$ cat src/rtl/tstate_sequencer_if.sv
// Handshake bundle for the T-state sequencer: opcode/step controls in,
// state decode and retirement status out.
interface tstate_sequencer_if #(
  parameter int CNT_W = 16
);
  logic [3:0]       ir_op;
  logic             step_en;
  logic             step_req;
  logic [5:0]       tstate;
  logic [2:0]       state_idx;
  logic             fetch;
  logic             instr_done;
  logic             halted;
  logic             illegal_op;
  logic [CNT_W-1:0] instr_count;

  modport master (
    output ir_op, step_en, step_req,
    input  tstate, state_idx, fetch,
    input  instr_done, halted,
    input  illegal_op, instr_count
  );

  modport slave (
    input  ir_op, step_en, step_req,
    output tstate, state_idx, fetch,
    output instr_done, halted,
    output illegal_op, instr_count
  );
endinterface

$ cat src/rtl/tstate_sequencer.sv
// T1..T6 machine-cycle sequencer with single-step, HALT and retire count.
// SEQ_EARLY_TERM_EN: per-opcode instruction length (else 6 states).
module tstate_sequencer #(
  parameter int CNT_W = 16
) (
  input logic          clk,
  input logic          rst,
  tstate_sequencer_if.slave bus
);

  typedef enum logic [2:0] {
    S_HALT = 3'd0,
    S_T1   = 3'd1,
    S_T2   = 3'd2,
    S_T3   = 3'd3,
    S_T4   = 3'd4,
    S_T5   = 3'd5,
    S_T6   = 3'd6
  } state_t;

  state_t           state_q, state_d;
  logic [CNT_W-1:0] cnt_q, cnt_d;
  logic             ill_q, ill_d;
  logic             step_q;
  logic             rise, adv;
  logic             is_lda, is_add, is_sub;
  logic             is_out, is_hlt, legal;
  logic             last;

  assign is_lda = bus.ir_op == 4'b0000;
  assign is_add = bus.ir_op == 4'b0001;
  assign is_sub = bus.ir_op == 4'b0010;
  assign is_out = bus.ir_op == 4'b1110;
  assign is_hlt = bus.ir_op == 4'b1111;
  assign legal  = is_lda | is_add | is_sub
                | is_out | is_hlt;

  // A rise seen in free-run is consumed here, never banked.
  assign rise = bus.step_req & ~step_q;
  assign adv  = ~bus.step_en | rise;

  always_comb begin
    last = 1'b0;
    case (state_q)
`ifdef SEQ_EARLY_TERM_EN
      S_T4:    last = ~(is_lda | is_add | is_sub);
      S_T5:    last = is_lda;
`else
      S_T4:    last = is_hlt;
`endif
      S_T6:    last = 1'b1;
      default: last = 1'b0;
    endcase
  end

  always_comb begin
    state_d = state_q;
    cnt_d   = cnt_q;
    ill_d   = ill_q;
    if (state_q == S_T4 && !legal)
      ill_d = 1'b1;
    if (state_q != S_HALT && adv) begin
      if (last) begin
        cnt_d   = cnt_q + 1'b1;
        state_d = (state_q == S_T4 && is_hlt)
                ? S_HALT : S_T1;
      end else begin
        state_d = state_t'(state_q + 3'd1);
      end
    end
  end

  always_ff @(negedge clk) begin
    if (!rst) begin
      state_q <= S_T1;
      cnt_q   <= '0;
      ill_q   <= 1'b0;
      step_q  <= 1'b0;
    end else begin
      state_q <= state_d;
      cnt_q   <= cnt_d;
      ill_q   <= ill_d;
      step_q  <= bus.step_req;
    end
  end

  always_comb begin
    bus.tstate = 6'b000000;
    unique case (state_q)
      S_T1:    bus.tstate = 6'b000001;
      S_T2:    bus.tstate = 6'b000010;
      S_T3:    bus.tstate = 6'b000100;
      S_T4:    bus.tstate = 6'b001000;
      S_T5:    bus.tstate = 6'b010000;
      S_T6:    bus.tstate = 6'b100000;
      default: bus.tstate = 6'b000000;
    endcase
  end

  assign bus.state_idx   = state_q;
  assign bus.fetch       = state_q == S_T1
                         | state_q == S_T2
                         | state_q == S_T3;
  assign bus.instr_done  = last;
  assign bus.halted      = state_q == S_HALT;
  assign bus.illegal_op  = ill_q
                         | (state_q == S_T4 & ~legal);
  assign bus.instr_count = cnt_q;

endmodule
$ cat src/flat_wrapper.sv
// flat-port wrapper written by rule: the top's interface ports become plain ports
module tstate_sequencer_flat 
#(
  parameter int CNT_W = 16
)
  (clk, rst, bus_ir_op, bus_step_en, bus_step_req, bus_tstate, bus_state_idx, bus_fetch, bus_instr_done, bus_halted, bus_illegal_op, bus_instr_count);
  tstate_sequencer_if #(.CNT_W(CNT_W)) bus_i ();
  input logic clk;
  input logic rst;
  input wire logic [$bits(bus_i.ir_op)-1:0] bus_ir_op;
  input wire logic [$bits(bus_i.step_en)-1:0] bus_step_en;
  input wire logic [$bits(bus_i.step_req)-1:0] bus_step_req;
  output wire logic [$bits(bus_i.tstate)-1:0] bus_tstate;
  output wire logic [$bits(bus_i.state_idx)-1:0] bus_state_idx;
  output wire logic [$bits(bus_i.fetch)-1:0] bus_fetch;
  output wire logic [$bits(bus_i.instr_done)-1:0] bus_instr_done;
  output wire logic [$bits(bus_i.halted)-1:0] bus_halted;
  output wire logic [$bits(bus_i.illegal_op)-1:0] bus_illegal_op;
  output wire logic [$bits(bus_i.instr_count)-1:0] bus_instr_count;
  assign bus_i.ir_op = bus_ir_op;
  assign bus_i.step_en = bus_step_en;
  assign bus_i.step_req = bus_step_req;
  assign bus_tstate = bus_i.tstate;
  assign bus_state_idx = bus_i.state_idx;
  assign bus_fetch = bus_i.fetch;
  assign bus_instr_done = bus_i.instr_done;
  assign bus_halted = bus_i.halted;
  assign bus_illegal_op = bus_i.illegal_op;
  assign bus_instr_count = bus_i.instr_count;
  tstate_sequencer #(.CNT_W(CNT_W)) u_core (.clk(clk), .rst(rst), .bus(bus_i));
endmodule
$ cat config.mk
export PLATFORM = sky130hd
export DESIGN_NAME = tstate_sequencer_flat
export DESIGN_NICKNAME = d
export VERILOG_FILES = /design/src/rtl/tstate_sequencer_if.sv /design/src/rtl/tstate_sequencer.sv /design/src/flat_wrapper.sv
export SDC_FILE = /design/constraint.sdc
export NUM_CORES = 1
export LEC_CHECK = 0
export ABC_CLOCK_PERIOD_IN_PS = 2040
export CAP_MARGIN = 20
export CELL_PAD_IN_SITES_DETAIL_PLACEMENT = 1
export CELL_PAD_IN_SITES_GLOBAL_PLACEMENT = 2
export CORE_AREA = 5 5 78 80
export CTS_CLUSTER_SIZE = 28
export DETAILED_ROUTE_END_ITERATION = 8
export DIE_AREA = 0 0 83 85
export GPL_TIMING_DRIVEN = 1
export PLACE_DENSITY = 0.8
export SLEW_MARGIN = 20
export SYNTH_ARGS = -nofsm -noshare
export SYNTH_HDL_FRONTEND = slang
export SYNTH_SLANG_ARGS = --single-unit
$ cat constraint.sdc
create_clock -name clk -period 2.04 [get_ports clk]
set_clock_uncertainty 0.1 [all_clocks]
set_input_delay 0.408 -clock clk [delete_from_list [all_inputs] [get_ports clk]]
set_output_delay 0.408 -clock clk [all_outputs]
set_load 0.01 [all_outputs]
==> results.sh, run 1 <==
export IMPL_path_clk_slew_ps=30
export IMPL_clockBufferDepth=2
export IMPL_ys_seq_area_share_pct=35.9
export IMPL_via_per_inst=4.80
export IMPL_ys_types=34
export IMPL_worstPathArrival_ps=2600
export IMPL_dieHeight_um=85
export IMPL_wl_mm=5.30
export IMPL_hpwlAfterDp_mm=2.94
export IMPL_vias=1603
export IMPL_reg2regPathDepth=10
export IMPL_grt_pass1_wl_mm=8.68
export IMPL_whs_path_depth=2
export IMPL_drt_iter0_markers=23
export IMPL_portBuffers=36
export IMPL_hp_class="register to register"
export IMPL_wl_per_cell_um=15.9
export IMPL_wl_met3_um=250
export IMPL_synth_area_leaders="dfxtp_1 (36%), a21oi_1 (6.8%), ha_1 (6.4%), o31ai_1 (5.1%), or4_1 (5.1%)"
export IMPL_core_area_um2=5340
export IMPL_finalHoldViolCount=0
export IMPL_synth_edf_count=0
export IMPL_synthArstFlopShare_pct=0
export IMPL_finalSetupTns_ps=-21800
export IMPL_clk_latency_ps=370
export IMPL_cts_sinks=21
export IMPL_synth_top_area_share_pct=35.9
export IMPL_avgSynthCellArea_um2=8.43
export IMPL_syn_cell_area_um2=1170
export IMPL_outcome="finished, violations left"
export IMPL_drive_above_1_share_pct=67.2
export IMPL_maxCapViolCount=0
export IMPL_cts_buffers_inserted=3
export IMPL_synth_main_ff_cell="dfxtp_1"
export IMPL_syn_nets=153
export IMPL_crit_path_end_kind="output pin"
export IMPL_htreeDepth=1
export IMPL_netlist_instances=139
export IMPL_cts_root_buf="clkbuf_8"
export IMPL_n_fill_cell=628
export IMPL_p_leak_uw=0.00122
export IMPL_cp_max_fo=4
export IMPL_die_w_um=83
export IMPL_met2_length_mm=2.93
export IMPL_grt_max_degree=16
export IMPL_diodes=0
export IMPL_drtAntennaViolNets=0
export IMPL_firstDrtPassIters=4
export IMPL_grt_pass1_vias=1798
export IMPL_hold_buffers=0
export IMPL_synth_commonest_cells="dfxtp_1 (21), a21oi_1 (16), nand2_1 (11)"
export IMPL_yosysTopAreaCell="dfxtp_1"
export IMPL_drc=0
export IMPL_violations="setup timing"
export IMPL_path_class="register to output pin"
export IMPL_cts_tree="yes"
export IMPL_final_nets=277
export IMPL_syn_to_final_growth_pct=131
export IMPL_die_area_um2=7060
export IMPL_place_congestion=0.736
export IMPL_drv_slew=0
export IMPL_start_kind="register"
export IMPL_start_util_pct=21.9
export IMPL_overflow=0
export IMPL_rsz0062_at_grt="yes"
export IMPL_track_usage_pct=15.0
export IMPL_pin_count=37
export IMPL_row_count=27
export IMPL_power_per_cell_area_nw_per_um2=582
export IMPL_wl_met1_mm=2.06
export IMPL_ir_drop_mv=0.243
export IMPL_ys_seq_elements=21
export IMPL_ys_warn_count=0
export IMPL_slew_headroom_pct=59.5
export IMPL_pre_cts_slack_ps=-1310
export IMPL_antenna_found_initial=0
export IMPL_highest_signal_layer="met4"
export IMPL_cp_data_required_time_ps=1530
export IMPL_worst_slack_ps=-1070
export IMPL_yosysMostFrequentCell="dfxtp_1"
export IMPL_report_final_setup_viol=49
export IMPL_worstMarginPinSlew_ps=606
per-stage QoR:
| step | util, % | hold WS [ps] | instance area (um^2) | total power, uW | instances |
|---|---|---|---|---|---|
| after floorplan | - | 400 | 1270 | 690 | 139 |
| after global placement | 36.9 | 410 | 1970 | 866 | 278 |
| after detailed placement | 36.9 | 417 | 1970 | 877 | 278 |
| after CTS | 47.2 | 455 | 2520 | 1540 | 324 |
| after global routing | 50.6 | 494 | 2700 | 1700 | 334 |
| final | 50.6 | 465 | 2700 | 1570 | 334 |
power breakdown:
group,switching (uW),internal [uW]
clock,289,317
sequential,21.5,429
combinational,205,309
total,515,1060
area by class of cell:
cell class | instances | area, um^2 | area share [%]
timing repair buffer | 103 | 1010 | 37.5
multi-input combinational | 106 | 963 | 35.7
sequential | 21 | 452 | 16.7
clock inverter | 22 | 109 | 4.03
tap | 72 | 90.1 | 3.34
clock buffer | 3 | 41.3 | 1.53
inverter | 7 | 31.3 | 1.16
cells by family (layout without fill, tap and decap cells):
logic type      count (synthesis)  after routing  share of synthesized area (%)
simple gates                   55             55                           28.2
compound gates                 40             42                           21.9
flops                          21             21                           35.9
buf+inv                        14            135                           5.13
fa+ha+maj                       6              6                           6.41
mux                             2              2                           1.71
xor+xnor                        1              1                          0.748
flip-flops by register name, indices dropped and copies added (netlist names):
| signal | count |
|---|---|
| u_core.step_q | 1 |
| u_core.ill_q | 1 |
| u_core.bus.instr_count | 16 |
| u_core.bus.state_idx | 3 |
worst max-delay path, stage by stage, from the launching register on:
cell and delay (ps):
dfxtp_4 370, inv_4 40, ha_4 150, and2b_2 190
or3_4 360, buf_6 130
layout by cell type, fill, tap and decap left out, types with 5 or more instances in the layout:
cell type,Yosys,routed
a21oi_2,0,9
buf_6,1,51
o31ai_1,8,5
dfxtp_2,0,16
buf_4,0,44
nand2_1,11,7
a21oi_1,16,7
or4_4,0,5
buf_8,0,5
inv_1,8,25
nand3_1,7,7
repair_timing:
| item | in CTS | in global routing |
|---|---|---|
| endpoints found under the setup margin | 50 | 49 |
| setup buffers | 23 | 14 |
| resized for setup | 236 | 26 |
| gates cloned | 2 | 0 |
| pin swaps | 22 | 17 |
metal layers:
| metal | vias up | global-route usage [%] |
|---|---|---|
| li1 | 773 | - |
| met1 | 782 | 14.9 |
| met2 | 43 | 29.0 |
| met3 | 5 | 4.47 |
| met4 | 0 | 5.79 |
| met5 | - | 0 |
path summary, 6_finish.rpt:
| path | from | end | slack [ps] |
|---|---|---|---|
| max | u_core.bus.state_idx[0] | bus_fetch | -1070 |
| min | u_core.ill_q | u_core.ill_q | 460 |
| max reg2reg | u_core.bus.state_idx[0] | u_core.bus.instr_count[14] | -260 |
| min reg2reg | u_core.ill_q | u_core.ill_q | 460 |
Power figures use the tool's default switching activity.
==> inputs of run 2 (changes only) <==
--- a/config.mk
+++ b/config.mk
@@ -9,10 +9,10 @@
 export CAP_MARGIN = 20
 export CELL_PAD_IN_SITES_DETAIL_PLACEMENT = 1
 export CELL_PAD_IN_SITES_GLOBAL_PLACEMENT = 2
-export CORE_AREA = 5 5 78 80
+export CORE_AREA = 5 5 57 109
 export CTS_CLUSTER_SIZE = 28
 export DETAILED_ROUTE_END_ITERATION = 8
-export DIE_AREA = 0 0 83 85
+export DIE_AREA = 0 0 62 114
 export GPL_TIMING_DRIVEN = 1
 export PLACE_DENSITY = 0.8
 export SLEW_MARGIN = 20
==> results.sh, run 2 (same netlist as run 1, synthesis figures left out) <==
export IMPL_slowest_delay_ps=390
export IMPL_vias=1675
export IMPL_drv_slew=0
export IMPL_grt_pass1_vias=1801
export IMPL_violations="setup timing"
export IMPL_final_cell_mix="buf_6 (51), buf_4 (43), inv_1 (26)"
export IMPL_hp_class="register to register"
export IMPL_outcome="finished, violations left"
export IMPL_dieHeight_um=114
export IMPL_overflow=0
export IMPL_n_fill_cell=601
export IMPL_hpwlAfterDp_mm=2.98
export IMPL_path_class="register to output pin"
export IMPL_crit_buf_inv=2
export IMPL_start_util_pct=22.0
export IMPL_final_cells=324
export IMPL_pin_count=37
export IMPL_htreeDepth=1
export IMPL_clockBufferDepth=2
export IMPL_power_per_cell_area_nw_per_um2=538
export IMPL_track_usage_pct=16.2
export IMPL_numPlacedInstances=265
export IMPL_drtAntennaViolNets=0
export IMPL_grt_pass1_wl_mm=8.73
export IMPL_antenna_found_initial=0
export IMPL_cts_sinks=21
export IMPL_row_count=38
export IMPL_hold_buffers=0
export IMPL_crit_family="simple AND/OR/NAND/NOR gates"
export IMPL_grt_max_degree=16
export IMPL_final_common_cell="buf_6"
export IMPL_worstPathCellList="inv_4 > ha_4 > and2b_2 > or3_4 > buf_6"
export IMPL_rsz0062_at_grt="yes"
export IMPL_diodes=0
export IMPL_cp_max_fo=5
export IMPL_core_area_um2=5330
export IMPL_pre_cts_slack_ps=-1350
export IMPL_portBuffers=36
export IMPL_crit_path_top_delay_cell="dfxtp_4"
export IMPL_p_leak_uw=0.00122
export IMPL_seq_area_um2=452
export IMPL_place_congestion=0.702
export IMPL_report_final_setup_viol=49
export IMPL_path_clk_slew_ps=50
export IMPL_clk_latency_ps=360
export IMPL_fin_util_pct=50.5
export IMPL_ir_drop_mv=0.316
export IMPL_start_kind="register"
export IMPL_die_w_um=62
export IMPL_cts_buffers_inserted=3
export IMPL_worst_slack_ps=-1100
export IMPL_crit_path_end_kind="output pin"
export IMPL_largest_reg_flops=16
export IMPL_firstDrtPassIters=4
export IMPL_wl_per_cell_um=19.2
export IMPL_finalHoldViolCount=0
export IMPL_drc=0
export IMPL_cp_data_required_time_ps=1530
export IMPL_syn_to_final_growth_pct=130
export IMPL_drt_iter0_markers=75
export IMPL_worstPathArrival_ps=2640
export IMPL_slew_headroom_pct=61.5
export IMPL_finalSetupTns_ps=-24780
export IMPL_final_nets=279
export IMPL_worstMarginPinSlew_ps=576
export IMPL_die_area_um2=7070
export IMPL_wl_mm=6.23
export IMPL_via_per_inst=5.17
export IMPL_maxCapViolCount=0
export IMPL_cts_tree="yes"
export IMPL_cts_root_buf="clkbuf_8"
export IMPL_multi_input_area_um2=957
export IMPL_drive_above_1_share_pct=67.0
-- run 2: final cells by class --
| class | count | area share, % |
|---|---|---|
| well taps | 60 | 2.79 |
| clock inverters | 22 | 3.07 |
| repair buffers | 105 | 39.1 |
| flip-flops and latches | 21 | 16.8 |
| clock buffers | 3 | 1.53 |
| inverters | 7 | 1.16 |
| multi-input cells | 106 | 35.6 |
-- run 2: path summary, 6_finish.rpt --
kind | slack [ps] | depth (start not counted) | startpoint | endpoint
max | -1100 | 5 | u_core.bus.state_idx[1] | bus_fetch
min | 480 | 2 | u_core.ill_q | u_core.ill_q
max reg2reg | -320 | 10 | u_core.bus.state_idx[1] | u_core.bus.instr_count[14]
min reg2reg | 480 | 2 | u_core.ill_q | u_core.ill_q
-- run 2: power by group --
part / leakage [uW] / switching, uW / internal, uW
logic: 0.000901 / 208 / 303
registers: 0.000180 / 25.2 / 431
clock network: 0.000139 / 293 / 189
-- run 2: metal layers --
layer	up-vias	GRT usage [%]	wire [um]
met3	16	5.10	323
li1	773	-	-
met4	0	9.35	187
met5	-	0	0
met2	59	25.5	3360
met1	827	18.5	2360
-- run 2: stage by stage --
stage,hold slack (ps),area (um^2),power (uW)
final,482,2690,1450
after global routing,495,2690,1580
after CTS,460,2410,1370
after detailed placement,398,1950,896
after global placement,386,1950,883
after floorplan,400,1270,690
-- run 2: worst register-to-register path, delay by kind of cell (launching register included) --
family,cells,cell delay [ps]
fa+ha+maj,1,140
buf+inv,5,540
simple gates,1,410
compound gates,3,740
flops,1,370
-- run 2: timing repair --
action | 4_1_cts | 5_1_grt
pin swaps | 18 | 22
gates cloned | 2 | 0
setup endpoints to repair | 50 | 49
setup buffers | 19 | 19
gates resized for setup | 219 | 44
